$ cat config.mk
export PLATFORM = sky130hd
export DESIGN_NAME = l1_fill_responder
export DESIGN_NICKNAME = d
export VERILOG_FILES = /design/src/rtl/l1_fill_responder.sv
export SDC_FILE = /design/constraint.sdc
export NUM_CORES = 1
export LEC_CHECK = 0
export CAP_MARGIN = 30
export CORE_UTILIZATION = 50
export CTS_BUF_LIST = sky130_fd_sc_hd__clkbuf_16
export CTS_CLUSTER_SIZE = 30
export DETAILED_ROUTE_END_ITERATION = 10
export PLACE_DENSITY = 0.85
export SYNTH_ARGS = -nofsm -noshare
export SYNTH_HDL_FRONTEND = slang
export SYNTH_SLANG_ARGS = --single-unit
$ cat constraint.sdc
create_clock -name sys_clk -period 19.4 [get_ports sys_clk]
set_input_delay 3.88 -clock sys_clk [delete_from_list [all_inputs] [get_ports sys_clk]]
set_output_delay 3.88 -clock sys_clk [all_outputs]
set_load 0.01 [all_outputs]
$ cat src/rtl/l1_fill_responder.sv
`timescale 1ns/1ps
// l1_fill_responder
//   MMU-side responder for L1 instruction-cache line fills.
//   A cacheable request fetches a 32-byte line as 8 sequential word beats
//   and returns it as a 256-bit line. An MMIO request performs one word read,
//   which is returned in bits [31:0].
//
//   Optional feature (macro LAST_LINE_BUF_EN): remembers the tag of the last
//   completed cacheable fill. A repeat request for that line is answered from
//   the held line data without touching memory. sync invalidates the tag.
//   When the macro is not defined, sync is ignored.
//
// Ports
//   sys_clk           clock; all state updates on posedge
//   rst               asynchronous active-high reset
//   l1_mmu_req_read   level read request from L1
//   l1_mmu_req_addr   request address ([4:0] ignored for cacheable)
//   mmu_l1_done       one-cycle pulse, mmu_l1_read_data valid
//   mmu_l1_read_data  line data, word i at [32i+31:32i]; MMIO word at [31:0]
//   sync              invalidate last-line tag
//   mem_req           memory word request, held until mem_ack
//   mem_addr          word address of the current beat
//   mem_ack           mem_rdata valid, beat complete
//   mem_rdata         memory read data
module l1_fill_responder #(
  parameter logic [31:0] MMIO_BASE = 32'hFFFF_0000,
  parameter logic [31:0] MMIO_MASK = 32'hFFFF_0000
) (
  input  logic         sys_clk,
  input  logic         rst,
  input  logic         l1_mmu_req_read,
  input  logic [31:0]  l1_mmu_req_addr,
  output logic         mmu_l1_done,
  output logic [255:0] mmu_l1_read_data,
  input  logic         sync,
  output logic         mem_req,
  output logic [31:0]  mem_addr,
  input  logic         mem_ack,
  input  logic [31:0]  mem_rdata
);

  typedef enum logic [2:0] {
    S_IDLE,
    S_FILL,
    S_MMIO,
    S_DONE,
    S_COOL
  } state_t;

  state_t         state;
  state_t         state_nxt;
  logic [31:0]    addr_q;
  logic [2:0]     beat;
  logic [255:0]   line_data;
  logic           req_is_mmio;
  logic           buf_hit;
  logic           last_beat_ack;

  assign req_is_mmio   = (l1_mmu_req_addr & MMIO_MASK) == MMIO_BASE;
  assign last_beat_ack = (state == S_FILL) && mem_ack && (beat == 3'd7);

`ifdef LAST_LINE_BUF_EN
  logic        tag_valid;
  logic [26:0] tag_line;
  logic        unused_ok;

  assign buf_hit   = tag_valid && !req_is_mmio && (tag_line == l1_mmu_req_addr[31:5]);
  assign unused_ok = ^addr_q[1:0];

  // sync takes priority over a fill completing in the same cycle so an
  // invalidate can never be lost.
  always_ff @(posedge sys_clk or posedge rst) begin
    if (rst) begin
      tag_valid <= 1'b0;
      tag_line  <= '0;
    end else if (sync) begin
      tag_valid <= 1'b0;
    end else if (last_beat_ack) begin
      tag_valid <= 1'b1;
      tag_line  <= addr_q[31:5];
    end
  end
`else
  logic unused_ok;

  assign buf_hit   = 1'b0;
  assign unused_ok = ^{sync, addr_q[1:0]};
`endif

  always_ff @(posedge sys_clk or posedge rst) begin
    if (rst) begin
      state <= S_IDLE;
    end else begin
      state <= state_nxt;
    end
  end

  always_comb begin
    state_nxt   = state;
    mem_req     = 1'b0;
    mem_addr    = '0;
    mmu_l1_done = 1'b0;
    case (state)
      S_IDLE: begin
        if (l1_mmu_req_read) begin
          if (req_is_mmio)  state_nxt = S_MMIO;
          else if (buf_hit) state_nxt = S_DONE;
          else              state_nxt = S_FILL;
        end
      end
      S_FILL: begin
        mem_req  = 1'b1;
        mem_addr = {addr_q[31:5], beat, 2'b00};
        if (last_beat_ack) state_nxt = S_DONE;
      end
      S_MMIO: begin
        mem_req  = 1'b1;
        mem_addr = {addr_q[31:2], 2'b00};
        if (mem_ack) state_nxt = S_DONE;
      end
      S_DONE: begin
        mmu_l1_done = 1'b1;
        state_nxt   = S_COOL;
      end
      // L1 registers its request, so it is still high for one cycle after
      // done; this state swallows that stale cycle.
      S_COOL: begin
        state_nxt = S_IDLE;
      end
      default: begin
        state_nxt = S_IDLE;
      end
    endcase
  end

  // The address is captured once in IDLE; later changes on the L1 address
  // bus are ignored until the next accepted request.
  always_ff @(posedge sys_clk or posedge rst) begin
    if (rst) begin
      addr_q    <= '0;
      beat      <= '0;
      line_data <= '0;
    end else begin
      case (state)
        S_IDLE: begin
          if (l1_mmu_req_read) begin
            addr_q <= l1_mmu_req_addr;
            beat   <= '0;
          end
        end
        S_FILL: begin
          if (mem_ack) begin
            line_data[{beat, 5'b00000} +: 32] <= mem_rdata;
            if (beat != 3'd7) beat <= beat + 3'd1;
          end
        end
        S_MMIO: begin
          if (mem_ack) line_data <= {224'b0, mem_rdata};
        end
        default: begin
        end
      endcase
    end
  end

  assign mmu_l1_read_data = line_data;

endmodule

==> impl_results.md <==
- Outcome: complete, no violations
- Initial antenna violation count: 0
- Hold Crit Start: mmu_l1_read_data[86]
- Primary FF master, synth: dfrtp_1
- Worst path bufs/invs: 2
- Share of layout cells above drive strength 1: 0.119
- Final Skew: 0.0165 ns
- Worst Setup Slack, final: 12.93 ns
- Pleak: 7.28 nW
- Routed WL per cell: about 25 um
- Yosys reg bits: 292
- Met3 Use GR: 0.0722
- CTS tree: done
- GRT overflow: 0
- Slowest Stage Delay on Critical Path: 0.70 ns
- Remaining DRCs: 0
- RSZ-0062 raised after global routing: false
- Max Slew Vio Count: 0
- Row cnt: 55
- Ant. Diodes: 0
- Final net count: 1226
- CTS buffer count: 30
- Endpoints failing hold: 0
- Crit path DAT: 2.59 ns
- Worst-Margin Slew: about 1.1 ns
- Placed insts: 1402
- Vias per cell: 6.10
- CORE AREA: 22600 sq um
- Syn Inst Count: 839
- Reg2Reg Launch Point: beat[0]
- Deepest clock path buffer count: 3
- Core Util, Final: 0.725
- Die area: ~24000 sq um
- Dpl hpwl: 24000 um
- Largest net degree at the start of global routing: ~190
- P&R area growth vs syn: 42.6%
- Power density cells: about 170 nW/um^2
- Final ANT Viol Nets: 0
- HP Class: reg2reg
- Htree depth: 1
- DIE WIDTH: around 150 um
- Crit. Startpoint: state[1]
- Final setup fails: 0
- Ys Warns: 0
- Drt first-iter violations: 534
- Root Driver: clkbuf_16
- Synthesized area per cell: 13.7 sq um
- Synth area leaders: dfrtp_1, a22o_1, mux2_2
- VDD IR max: 0.101 mV
- Relative slew slack: 0.262
- Setup bufs post-CTS: 0
- DRT Pass-1 Iters: 5
- Starting Density: 0.509
- Met1 Track Usage GR: 0.394
- Worst Path Max Fanout: 28
- Sequential element share of the synthesized area: 0.636
- Resized cells post-CTS: 0
- Final GP Congestion: between 0.7 and 0.8
- GRT Util Overall: 0.307
- Filler cell count: 1434
- Period utilization: 0.333
- Ys async rst share: 1.00
- Number of port buffers: 353
- CTS hold repair buffers: 0
- Setup WS pre-CTS: 12.55 ns
- Routed WL: about 36000 um
- Critical Path RT: 15.52 ns
- Critical Path, Cell by Cell: xnor2_2 > nor2_1 > buf_4 > and2_1 > clkdlybuf4s50_1
- Max Cap Viol: 0
- Clk Latency, worst-skew pair: between 0.5 and 0.6 ns
- Clock slew at reported path FFs: 0.06 ns
- EDFF count, synth: 0
- CP Capture Type: output port
- Slowest CP cell: dfrtp_1
- Die height: 154 um
- Tmin final: about 6.5 ns
- Mapped cell area: 11500 sq um
- Vias in the first global route: ~9200
- Ports: 359
- Vias: slightly below 9000
- Final TNS setup: 0 ns
- Met2 Use GR: 0.488
- Clock sinks: roughly 290
- Leading area contributor after synthesis: dfrtp_1
- CP delay by family, top: buffers and inverters
- FMAX: between 150 and 200 MHz
- Startpoint types: register
- Yosys top cell area share: 0.636
- Global-route wire length before repair: 55500 um
- Synth cell types: 55
- Gr busiest metal: met2
- Worst Setup Path Type: reg2out
- Fin cells: 1457
through the flow:
stage	hold WS [ns]	power (mW)	area (sq um)
after detailed placement	0.467	2.13	15300
after CTS	0.480	2.76	16400
after global routing	0.502	2.88	16400
after floorplan	0.472	1.48	11500
after global placement	0.461	2.07	15100
final	0.477	2.75	16400
final timing paths:
path,endpoint,slack (ns),depth (start not counted)
setup / recovery,mem_addr[16],12.93,5
hold / removal,mmu_l1_read_data[86],0.48,2
setup reg to reg,mmu_l1_read_data[157],16.16,7
hold reg to reg,mmu_l1_read_data[86],0.48,2
max in group asynchronous,mmu_l1_read_data[150],14.02,3
min in group asynchronous,mmu_l1_read_data[158],3.83,2
per-layer routing:
| layer | wire length [um] | part of all wire |
|---|---|---|
| met1 | 14300 | 0.40 |
| met2 | 17000 | 0.47 |
| met3 | 2980 | 0.083 |
| met4 | 1840 | 0.051 |
| met5 | 0 | 0 |
flip-flops by register name, summed over array words and instances (netlist names):
name and flops:
state 3, addr_q 30, mmu_l1_read_data 256, beat 3
cell usage in the layout (no fill, tap or decap), types with 6 or more instances in the layout:
cell type / Yosys / layout
dfrtp_1: 292 / 292
and2_1: 27 / 27
nor2_1: 11 / 11
a22o_1: 202 / 202
inv_1: 14 / 14
clkinv_1: 0 / 7
bufinv_16: 0 / 7
mux2_1: 13 / 13
o21ai_0: 19 / 19
mux2_2: 50 / 50
a21oi_1: 24 / 22
nand2_1: 9 / 9
buf_16: 0 / 6
buf_4: 7 / 7
ha_1: 7 / 7
clkdlybuf4s50_1: 0 / 353
nand3_1: 19 / 19
clkbuf_16: 0 / 30
layout make-up:
type                    count  area [sq um]  area share
clock buffers              30           751      0.0458
clock inverters            24           305      0.0186
inverters                  14          60.1     0.00367
multi-input cells         441          3760       0.230
flip-flops and latches    292          7310       0.446
well taps                 285           357      0.0218
repair buffers            371          3830       0.234
power by group:
| group | internal, mW | switching, mW |
|---|---|---|
| logic | 0.649 | 0.515 |
| registers | 0.834 | 0.140 |
| clock network | 0.374 | 0.239 |
logic make-up after synthesis:
family,count (synthesis),synth area share
compound gates,266,0.188
xor+xnor,2,0.00283
mux,64,0.0627
flops,292,0.636
buf+inv,107,0.0449
fa+ha+maj,7,0.00763
simple gates,100,0.0577
other cells,1,0.000327
cells in the mapped netlist (2+ instances only):
| cell type | number |
|---|---|
| o21ai_0 | 19 |
| nand2_1 | 9 |
| nor4b_2 | 2 |
| buf_4 | 7 |
| o31ai_1 | 5 |
| a22oi_1 | 3 |
| a21oi_1 | 24 |
| nor3_4 | 4 |
| nor2_1 | 11 |
| nor3b_1 | 4 |
| nand2b_1 | 2 |
| a31oi_1 | 4 |
| mux2_1 | 13 |
| a22o_1 | 202 |
| nand4_1 | 4 |
| buf_1 | 14 |
| clkbuf_1 | 27 |
| nand3_1 | 19 |
| inv_1 | 14 |
| nor3_1 | 3 |
| buf_2 | 39 |
| buf_6 | 5 |
| mux2_2 | 50 |
| ha_1 | 7 |
| and2_1 | 27 |
| dfrtp_1 | 292 |
tightest hold or removal path, stage by stage (launching register included):
cell     delay [ns]
dfrtp_1        0.34
nand2_1        0.05
o31ai_1        0.05
Power figures use the tool's default switching activity.
